File: src/rtl/uart_rx_byte.sv
`timescale 1ns/1ps
// UART receiver: 8 data bits, LSB first, 1 stop bit, mid-bit sampling, break detection.
// Optional even-parity bit after bit 7 when UART_RX_PARITY_EN is defined.
module uart_rx_byte #(
    parameter int CLKS_PER_BIT = 217
) (
    input  logic       i_Clk,
    input  logic       i_Rst_L,
    input  logic       i_RX_Serial,
    output logic       o_RX_DV,
    output logic [7:0] o_RX_Byte,
    output logic       o_RX_Frame_Err,
    output logic       o_RX_Parity_Err
);

    localparam logic [15:0] BIT_LAST  = 16'(CLKS_PER_BIT - 1);
    localparam logic [15:0] HALF_LAST = 16'((CLKS_PER_BIT - 1) / 2);

`ifdef UART_RX_PARITY_EN
    typedef enum logic [2:0] {
        IDLE       = 3'd0,
        START      = 3'd1,
        DATA       = 3'd2,
        PARITY     = 3'd3,
        STOP       = 3'd4,
        BREAK_WAIT = 3'd5
    } state_t;

    // Even parity: the parity bit equals the XOR of the data bits.
    function automatic logic even_parity_f(input logic [7:0] data);
        return ^data;
    endfunction
`else
    typedef enum logic [2:0] {
        IDLE       = 3'd0,
        START      = 3'd1,
        DATA       = 3'd2,
        STOP       = 3'd4,
        BREAK_WAIT = 3'd5
    } state_t;
`endif

    state_t      state_r, state_s;
    logic        sync_meta_r, sync_r;
    logic [15:0] clk_cnt_r, clk_cnt_s;
    logic [2:0]  bit_idx_r, bit_idx_s;
    logic [7:0]  shift_r, shift_s;
    logic [7:0]  byte_r, byte_s;
    logic        dv_r, dv_s;
    logic        ferr_r, ferr_s;
`ifdef UART_RX_PARITY_EN
    logic        parity_r, parity_s;
    logic        perr_r, perr_s;
`endif

    // Two-flop synchronizer, FSM state and datapath registers.
    always_ff @(posedge i_Clk or negedge i_Rst_L) begin
        if (!i_Rst_L) begin
            sync_meta_r <= 1'b1;
            sync_r      <= 1'b1;
            state_r     <= IDLE;
            clk_cnt_r   <= 16'd0;
            bit_idx_r   <= 3'd0;
            shift_r     <= 8'h00;
            byte_r      <= 8'h00;
            dv_r        <= 1'b0;
            ferr_r      <= 1'b0;
`ifdef UART_RX_PARITY_EN
            parity_r    <= 1'b0;
            perr_r      <= 1'b0;
`endif
        end else begin
            sync_meta_r <= i_RX_Serial;
            sync_r      <= sync_meta_r;
            state_r     <= state_s;
            clk_cnt_r   <= clk_cnt_s;
            bit_idx_r   <= bit_idx_s;
            shift_r     <= shift_s;
            byte_r      <= byte_s;
            dv_r        <= dv_s;
            ferr_r      <= ferr_s;
`ifdef UART_RX_PARITY_EN
            parity_r    <= parity_s;
            perr_r      <= perr_s;
`endif
        end
    end

    // Next-state and next-datapath logic; pulses default low every cycle.
    always_comb begin
        state_s   = state_r;
        clk_cnt_s = clk_cnt_r;
        bit_idx_s = bit_idx_r;
        shift_s   = shift_r;
        byte_s    = byte_r;
        dv_s      = 1'b0;
        ferr_s    = 1'b0;
`ifdef UART_RX_PARITY_EN
        parity_s  = parity_r;
        perr_s    = 1'b0;
`endif
        case (state_r)
            IDLE: begin
                clk_cnt_s = 16'd0;
                bit_idx_s = 3'd0;
                if (!sync_r) begin
                    state_s = START;
                end else begin
                    state_s = IDLE;
                end
            end
            START: begin
                if (clk_cnt_r == HALF_LAST) begin
                    clk_cnt_s = 16'd0;
                    if (!sync_r) begin
                        state_s = DATA;
                    end else begin
                        state_s = IDLE;
                    end
                end else begin
                    clk_cnt_s = clk_cnt_r + 16'd1;
                end
            end
            DATA: begin
                if (clk_cnt_r == BIT_LAST) begin
                    clk_cnt_s = 16'd0;
                    shift_s   = {sync_r, shift_r[7:1]};
                    bit_idx_s = bit_idx_r + 3'd1;
                    if (bit_idx_r == 3'd7) begin
`ifdef UART_RX_PARITY_EN
                        state_s = PARITY;
`else
                        state_s = STOP;
`endif
                    end else begin
                        state_s = DATA;
                    end
                end else begin
                    clk_cnt_s = clk_cnt_r + 16'd1;
                end
            end
`ifdef UART_RX_PARITY_EN
            PARITY: begin
                if (clk_cnt_r == BIT_LAST) begin
                    clk_cnt_s = 16'd0;
                    parity_s  = sync_r;
                    state_s   = STOP;
                end else begin
                    clk_cnt_s = clk_cnt_r + 16'd1;
                end
            end
`endif
            STOP: begin
                // Leaving at mid-stop-bit leaves half a bit to catch a back-to-back start edge.
                if (clk_cnt_r == BIT_LAST) begin
                    clk_cnt_s = 16'd0;
                    if (sync_r) begin
                        state_s = IDLE;
`ifdef UART_RX_PARITY_EN
                        if (even_parity_f(shift_r) != parity_r) begin
                            perr_s = 1'b1;
                        end else begin
                            byte_s = shift_r;
                            dv_s   = 1'b1;
                        end
`else
                        byte_s = shift_r;
                        dv_s   = 1'b1;
`endif
                    end else begin
                        ferr_s  = 1'b1;
                        state_s = BREAK_WAIT;
                    end
                end else begin
                    clk_cnt_s = clk_cnt_r + 16'd1;
                end
            end
            BREAK_WAIT: begin
                if (sync_r) begin
                    state_s = IDLE;
                end else begin
                    state_s = BREAK_WAIT;
                end
            end
            default: begin
                state_s   = IDLE;
                clk_cnt_s = 16'd0;
                bit_idx_s = 3'd0;
            end
        endcase
    end

    assign o_RX_DV        = dv_r;
    assign o_RX_Byte      = byte_r;
    assign o_RX_Frame_Err = ferr_r;
`ifdef UART_RX_PARITY_EN
    assign o_RX_Parity_Err = perr_r;
`else
    assign o_RX_Parity_Err = 1'b0;
`endif

endmodule

File: config.mk
export PLATFORM = sky130hd
export DESIGN_NAME = uart_rx_byte
export DESIGN_NICKNAME = d
export VERILOG_FILES = /design/src/rtl/uart_rx_byte.sv
export SDC_FILE = /design/constraint.sdc
export NUM_CORES = 1
export LEC_CHECK = 0
export ABC_CLOCK_PERIOD_IN_PS = 3500
export BUFFER_PORTS_ARGS = -buffer_cell sky130_fd_sc_hd__buf_2
export CAP_MARGIN = 20
export CELL_PAD_IN_SITES_DETAIL_PLACEMENT = 1
export CELL_PAD_IN_SITES_GLOBAL_PLACEMENT = 1
export CORE_MARGIN = 2
export CORE_UTILIZATION = 45
export CTS_CLUSTER_SIZE = 16
export DETAILED_ROUTE_END_ITERATION = 8
export PLACE_DENSITY = 0.79
export SLEW_MARGIN = 20
export SYNTH_ARGS = -nofsm -noshare
export SYNTH_HDL_FRONTEND = slang
export SYNTH_SLANG_ARGS = --single-unit
File: constraint.sdc
create_clock -name i_Clk -period 3.5 [get_ports i_Clk]
set_input_delay 0.7 -clock i_Clk [delete_from_list [all_inputs] [get_ports i_Clk]]
set_output_delay 0.7 -clock i_Clk [all_outputs]
set_load 0.005 [all_outputs]
# == Yosys cells after proc, flatten, opt, wreduce, memory -nomap -nowiden ==
# Cells that the tools add are included.
# W data, S select, Z words.
# totals
reg_bits,42
inputBits,3
out_inout_bits,11
word_cells,48
# op_classes
n_addsub,2
eq_ne,10
muxes,19
n_bitwise,1
n_reduce_logical,7
# ops
op,n
$pmux W16 S3,1
$mux W16,2
$mux W3,6
$add A16 B1 Y16 const B,1
$eq A16 B7 Y1 const B,1
$eq A16 B8 Y1 const B,1
$pmux W3 S5,1
$eq A3 B3 Y1 const B,3
$mux W1,7
$ne A2 B2 Y1 const B,3
$pmux W3 S2,1
$reduce_and A3 Y1,2
$reduce_and A2 Y1,2
$add A3 B1 Y3 const B,1
$eq A3 B1 Y1 const B,1
$eq A3 B2 Y1 const B,1
$logic_not A3 Y1,1
$reduce_or A3 Y1,1
$mux W2,1
$reduce_or A2 Y1,1
$not A1 Y1,1

# == Logic depth before layout (Yosys ltp) ==
# logic_depth
word_depth,4
ltp_mapped,8

# == Worst setup path before layout ==
# No wires, ideal clock.
# synth_timing
kind,reg2reg
startpoint,register clk_cnt_r[11]
endpoint,register byte_r[0] (netlist: o_RX_Byte[0])
setup_ps,125
arrival_ps,2164
setup_slack_ps,1211
path_stages_with_launch,6
n_path_buf,1
period_less_slack_ps,2289
cell_sequence,dfrtp_1 > or4_4 > nor4_4 > and3_1 > buf_4 > mux2_2
# synth_between
elab_chain_cells,2
# synth_lines
item,line_no,text
from (decl),45,"logic [15:0] clk_cnt_r, clk_cnt_s;"
from (signal assigned),76,clk_cnt_r <= clk_cnt_s;
$eq A16 B8 Y1,155,if (clk_cnt_r == BIT_LAST) begin
$reduce_and A3 Y1 (no line),-,
to (signal assigned),79,byte_r <= byte_s;
to (decl),48,"logic [7:0] byte_r, byte_s;"
# No other way between the ends.
# A chain may end at the register's enable or synchronous reset.

# == Final worst setup path ==
# layout_timing
startpoint,register clk_cnt_r[11]
endpoint,register clk_cnt_r[11]
# layout_between
elab_chain_cells,3
# layout_lines
item,line_no,text
$add A16 B1 Y16 (tied with other cells),"121, 139, 175",
"$mux W16, on equally long branches","125, 155, 113",
$pmux W16 S3 *,102,case (state_r)
# Mark *: on every way between the ends. The rest lies on a longest branch, timed or not.

==> impl_metrics.env <==
export IMPL_vias=1374
export IMPL_rrSetupSlack_ns=0.87
export IMPL_grt_max_degree=43
export IMPL_grt_usage=0.180
export IMPL_ys_flop_type="dfrtp_1"
export IMPL_coreArea_mm2=0.00429
export IMPL_routedWlPerCell_um=16.6
export IMPL_antenna_left=0
export IMPL_seq_area_mm2=0.00105
export IMPL_numCtsBuffers=5
export IMPL_syn_mean_instance_area_um2=11.3
export IMPL_crit_start="clk_cnt_r[11]$_DFFE_PN0N_"
export IMPL_num_nets_final=196
export IMPL_avgViaCountPerCell=5.68
export IMPL_drc=0
export IMPL_hold_start="sync_meta_r$_DFF_PN1_"
export IMPL_drt_total_wl_mm=4.02
export IMPL_fmax_ghz=0.381
export IMPL_placed_cells=234
export IMPL_die_area_mm2=0.00497
export IMPL_hold_end="sync_r$_DFF_PN1_"
export IMPL_path_delay_family="simple AND/OR/NAND/NOR gates"
export IMPL_cts_hold_buf=0
export IMPL_startpoint_type="flop"
export IMPL_drive_above_1_share=0.226
export IMPL_synth_nets=183
export IMPL_syn_area_mm2=0.00199
export IMPL_clk_pin_slew_ns=0.08
export IMPL_total_power_mw=0.872
export IMPL_gp_congestion=0.818
export IMPL_drt_initial_drc_count=57
export IMPL_yosys_warnings=0
export IMPL_r2r_start="clk_cnt_r[11]$_DFFE_PN0N_"
export IMPL_antenna_found_initial=0
export IMPL_yosysTopAreaCell="dfrtp_1"
export IMPL_maxCapViolCount=0
export IMPL_cts_tree="built"
export IMPL_cts_setup_buffers=0
export IMPL_worstSetupEndpointType="flop"
export IMPL_cp_cell_sequence="or4_4, nor4_1, nor3_1, nor3_2, nor3_1"
export IMPL_synthCells=176
export IMPL_firstDrtPassIters=4
export IMPL_fin_setup_tns_ns=0
export IMPL_outcome="finished clean"
export IMPL_worstSetupPathType="reg2reg"
export IMPL_cp_num_buf_inv=0
export IMPL_clk_path_buf_depth=2
export IMPL_period_needed_ns=2.63
export IMPL_ys_ff_latch=42
export IMPL_rr_endpoint="clk_cnt_r[11]$_DFFE_PN0N_"
export IMPL_cp_arrival_ns=2.76
export IMPL_rows=24
export IMPL_die_y_um=70.5
export IMPL_die_x_um=70.5
export IMPL_ir_worst_vdd_mv=0.280
export IMPL_yosysTopAreaCellShare=0.503
export IMPL_dp_hpwl_mm=2.83
export IMPL_synth_edff_count=0
export IMPL_yosys_top_cells_area="dfrtp_1, mux2_2, nor2_1, dfstp_2, xnor2_1"
export IMPL_setup_violations=0
export IMPL_slowest_stage="nor3_2"
export IMPL_start_util=0.464
export IMPL_tightest_slew_ns=0.919
export IMPL_cts_resized=0
export IMPL_cp_data_required_time_ns=3.63
export IMPL_synth_seq_area_share=0.529
export IMPL_clkSinkCount=42
export IMPL_ios=14
export IMPL_worstPathMaxFanout=12
export IMPL_n_fill_cell=472
export IMPL_multi_input_area_um2=886
export IMPL_async_flop_share=1.00
export IMPL_slowest_delay_ns=0.62
export IMPL_skew_ns=0.00442
export IMPL_rr_worst_depth=5
export IMPL_power_leakage_nw=1.05
export IMPL_whs_path_depth=0
export IMPL_instances_no_fill=242
export IMPL_area_growth_pct=10.3
export IMPL_holdCritPathClass="reg2reg"
export IMPL_slew_violations=0
export IMPL_first_global_vias=1482
export IMPL_root_buffer="clkbuf_8"
export IMPL_placed_area_mm2=0.00209
export IMPL_worstSkewPairLatency_ns=0.29
export IMPL_overflow=0
export IMPL_slew_headroom=0.387
export IMPL_hold_viol=0
export IMPL_rsz0062_at_grt="false"
export IMPL_fin_crit_sh=0.750
export IMPL_synth_cell_type_count=38
export IMPL_grt_pass1_wl_mm=7.05
export IMPL_crit_path_frequent_cell="nor3_1"
export IMPL_htree_levels=2
export IMPL_placement_io_buffers=12
export IMPL_antennaDiodeCount=0
export IMPL_postLayoutCellArea_mm2=0.00220
export IMPL_power_density_mw_per_mm2=397
==> cells in the final DEF (no fill, tap or decap), types with 3 or more instances in the layout <==
cell type	netlist	routed
inv_1	4	4
nor2_1	17	17
nand2b_1	5	5
buf_2	0	12
xnor2_1	6	6
and3_1	6	6
nand4_1	4	4
ha_1	4	4
a21oi_1	5	5
mux2_2	16	16
nand2_1	7	7
dfrtp_1	40	40
nor3_1	6	6
clkbuf_8	0	5
nand3b_1	3	3
xor2_1	5	5
o22ai_1	5	5
nand3_1	4	4
o21ai_0	7	7
==> through the flow <==
| stage | hold WS (ns) | worst slack (ns) | utilization |
|---|---|---|---|
| 2_1_floorplan | 0.345 | 1.21 | - |
| 3_3_place_gp | 0.348 | 1.05 | 0.486 |
| 3_5_place_dp | 0.352 | 0.871 | 0.486 |
| 4_1_cts | 0.363 | 0.819 | 0.512 |
| 5_1_grt | 0.365 | 0.612 | 0.512 |
| 6_report | 0.360 | 0.874 | 0.512 |
==> flip-flops by register name, summed over array words and instances (netlist names) <==
signal          cells
sync_meta_r         1
shift_r             8
state_r             3
bit_idx_r           3
o_RX_Byte           8
clk_cnt_r          16
o_RX_DV             1
sync_r              1
o_RX_Frame_Err      1
==> final cells by class <==
type | instances | area share
sequential | 42 | 0.479
multi-input combinational | 123 | 0.403
clock buffer | 6 | 0.0330
timing repair buffer | 13 | 0.0308
tap | 52 | 0.0296
clock inverter | 2 | 0.0171
inverter | 4 | 0.00683
==> routing by layer <==
| layer | part of all wire | wire [um] | track usage |
|---|---|---|---|
| met1 | 0.44 | 1790 | 0.232 |
| met2 | 0.52 | 2090 | 0.314 |
| met3 | 0.027 | 107 | 0.0413 |
| met4 | 0.0089 | 36 | 0.0377 |
| met5 | 0 | 0 | 0 |
==> power breakdown <==
part	switching (mW)	leakage, nW	total [mW]	internal, mW
combinational	0.00983	0.434	0.0110	0.00120
clock	0.160	0.0514	0.373	0.213
sequential	0.00138	0.565	0.488	0.487
==> cells in the mapped netlist, drive strengths merged, types with 3 or more instances <==
library cell	count
a21oi	5
and3	6
buf	3
clkbuf	4
dfrtp	40
ha	4
inv	4
mux2	16
nand2	7
nand2b	5
nand3	5
nand3b	3
nand4	4
nor2	17
nor3	7
o21ai	7
o22ai	5
xnor2	6
xor2	5
==> worst max-delay path by stage <==
stage                                           end  cells after the start  slack (ns)
after global placement    clk_cnt_r[11]$_DFFE_PN0N_                      6        1.05
after global routing      clk_cnt_r[10]$_DFFE_PN0N_                      5        0.61
final                     clk_cnt_r[11]$_DFFE_PN0N_                      5        0.87
after CTS                 clk_cnt_r[11]$_DFFE_PN0N_                      5        0.82
after floorplan            o_RX_Byte[0]$_DFFE_PN0P_                      5        1.21
after detailed placement  clk_cnt_r[10]$_DFFE_PN0N_                      5        0.87
==> cell families (layout without fill, tap and decap cells) <==
kind of cell	after synthesis	in the layout	synth area share
AO/OA/AOI/OAI	19	19	0.0540
XOR/XNOR	11	11	0.0484
adder cells (fa/ha/maj)	4	4	0.0251
buffers and inverters	11	25	0.0264
flip-flops	42	42	0.529
multiplexers	18	18	0.101
other	1	1	0.00188
AND/OR/NAND/NOR	70	70	0.215
No activity file was read; power rests on OpenSTA's default activity.
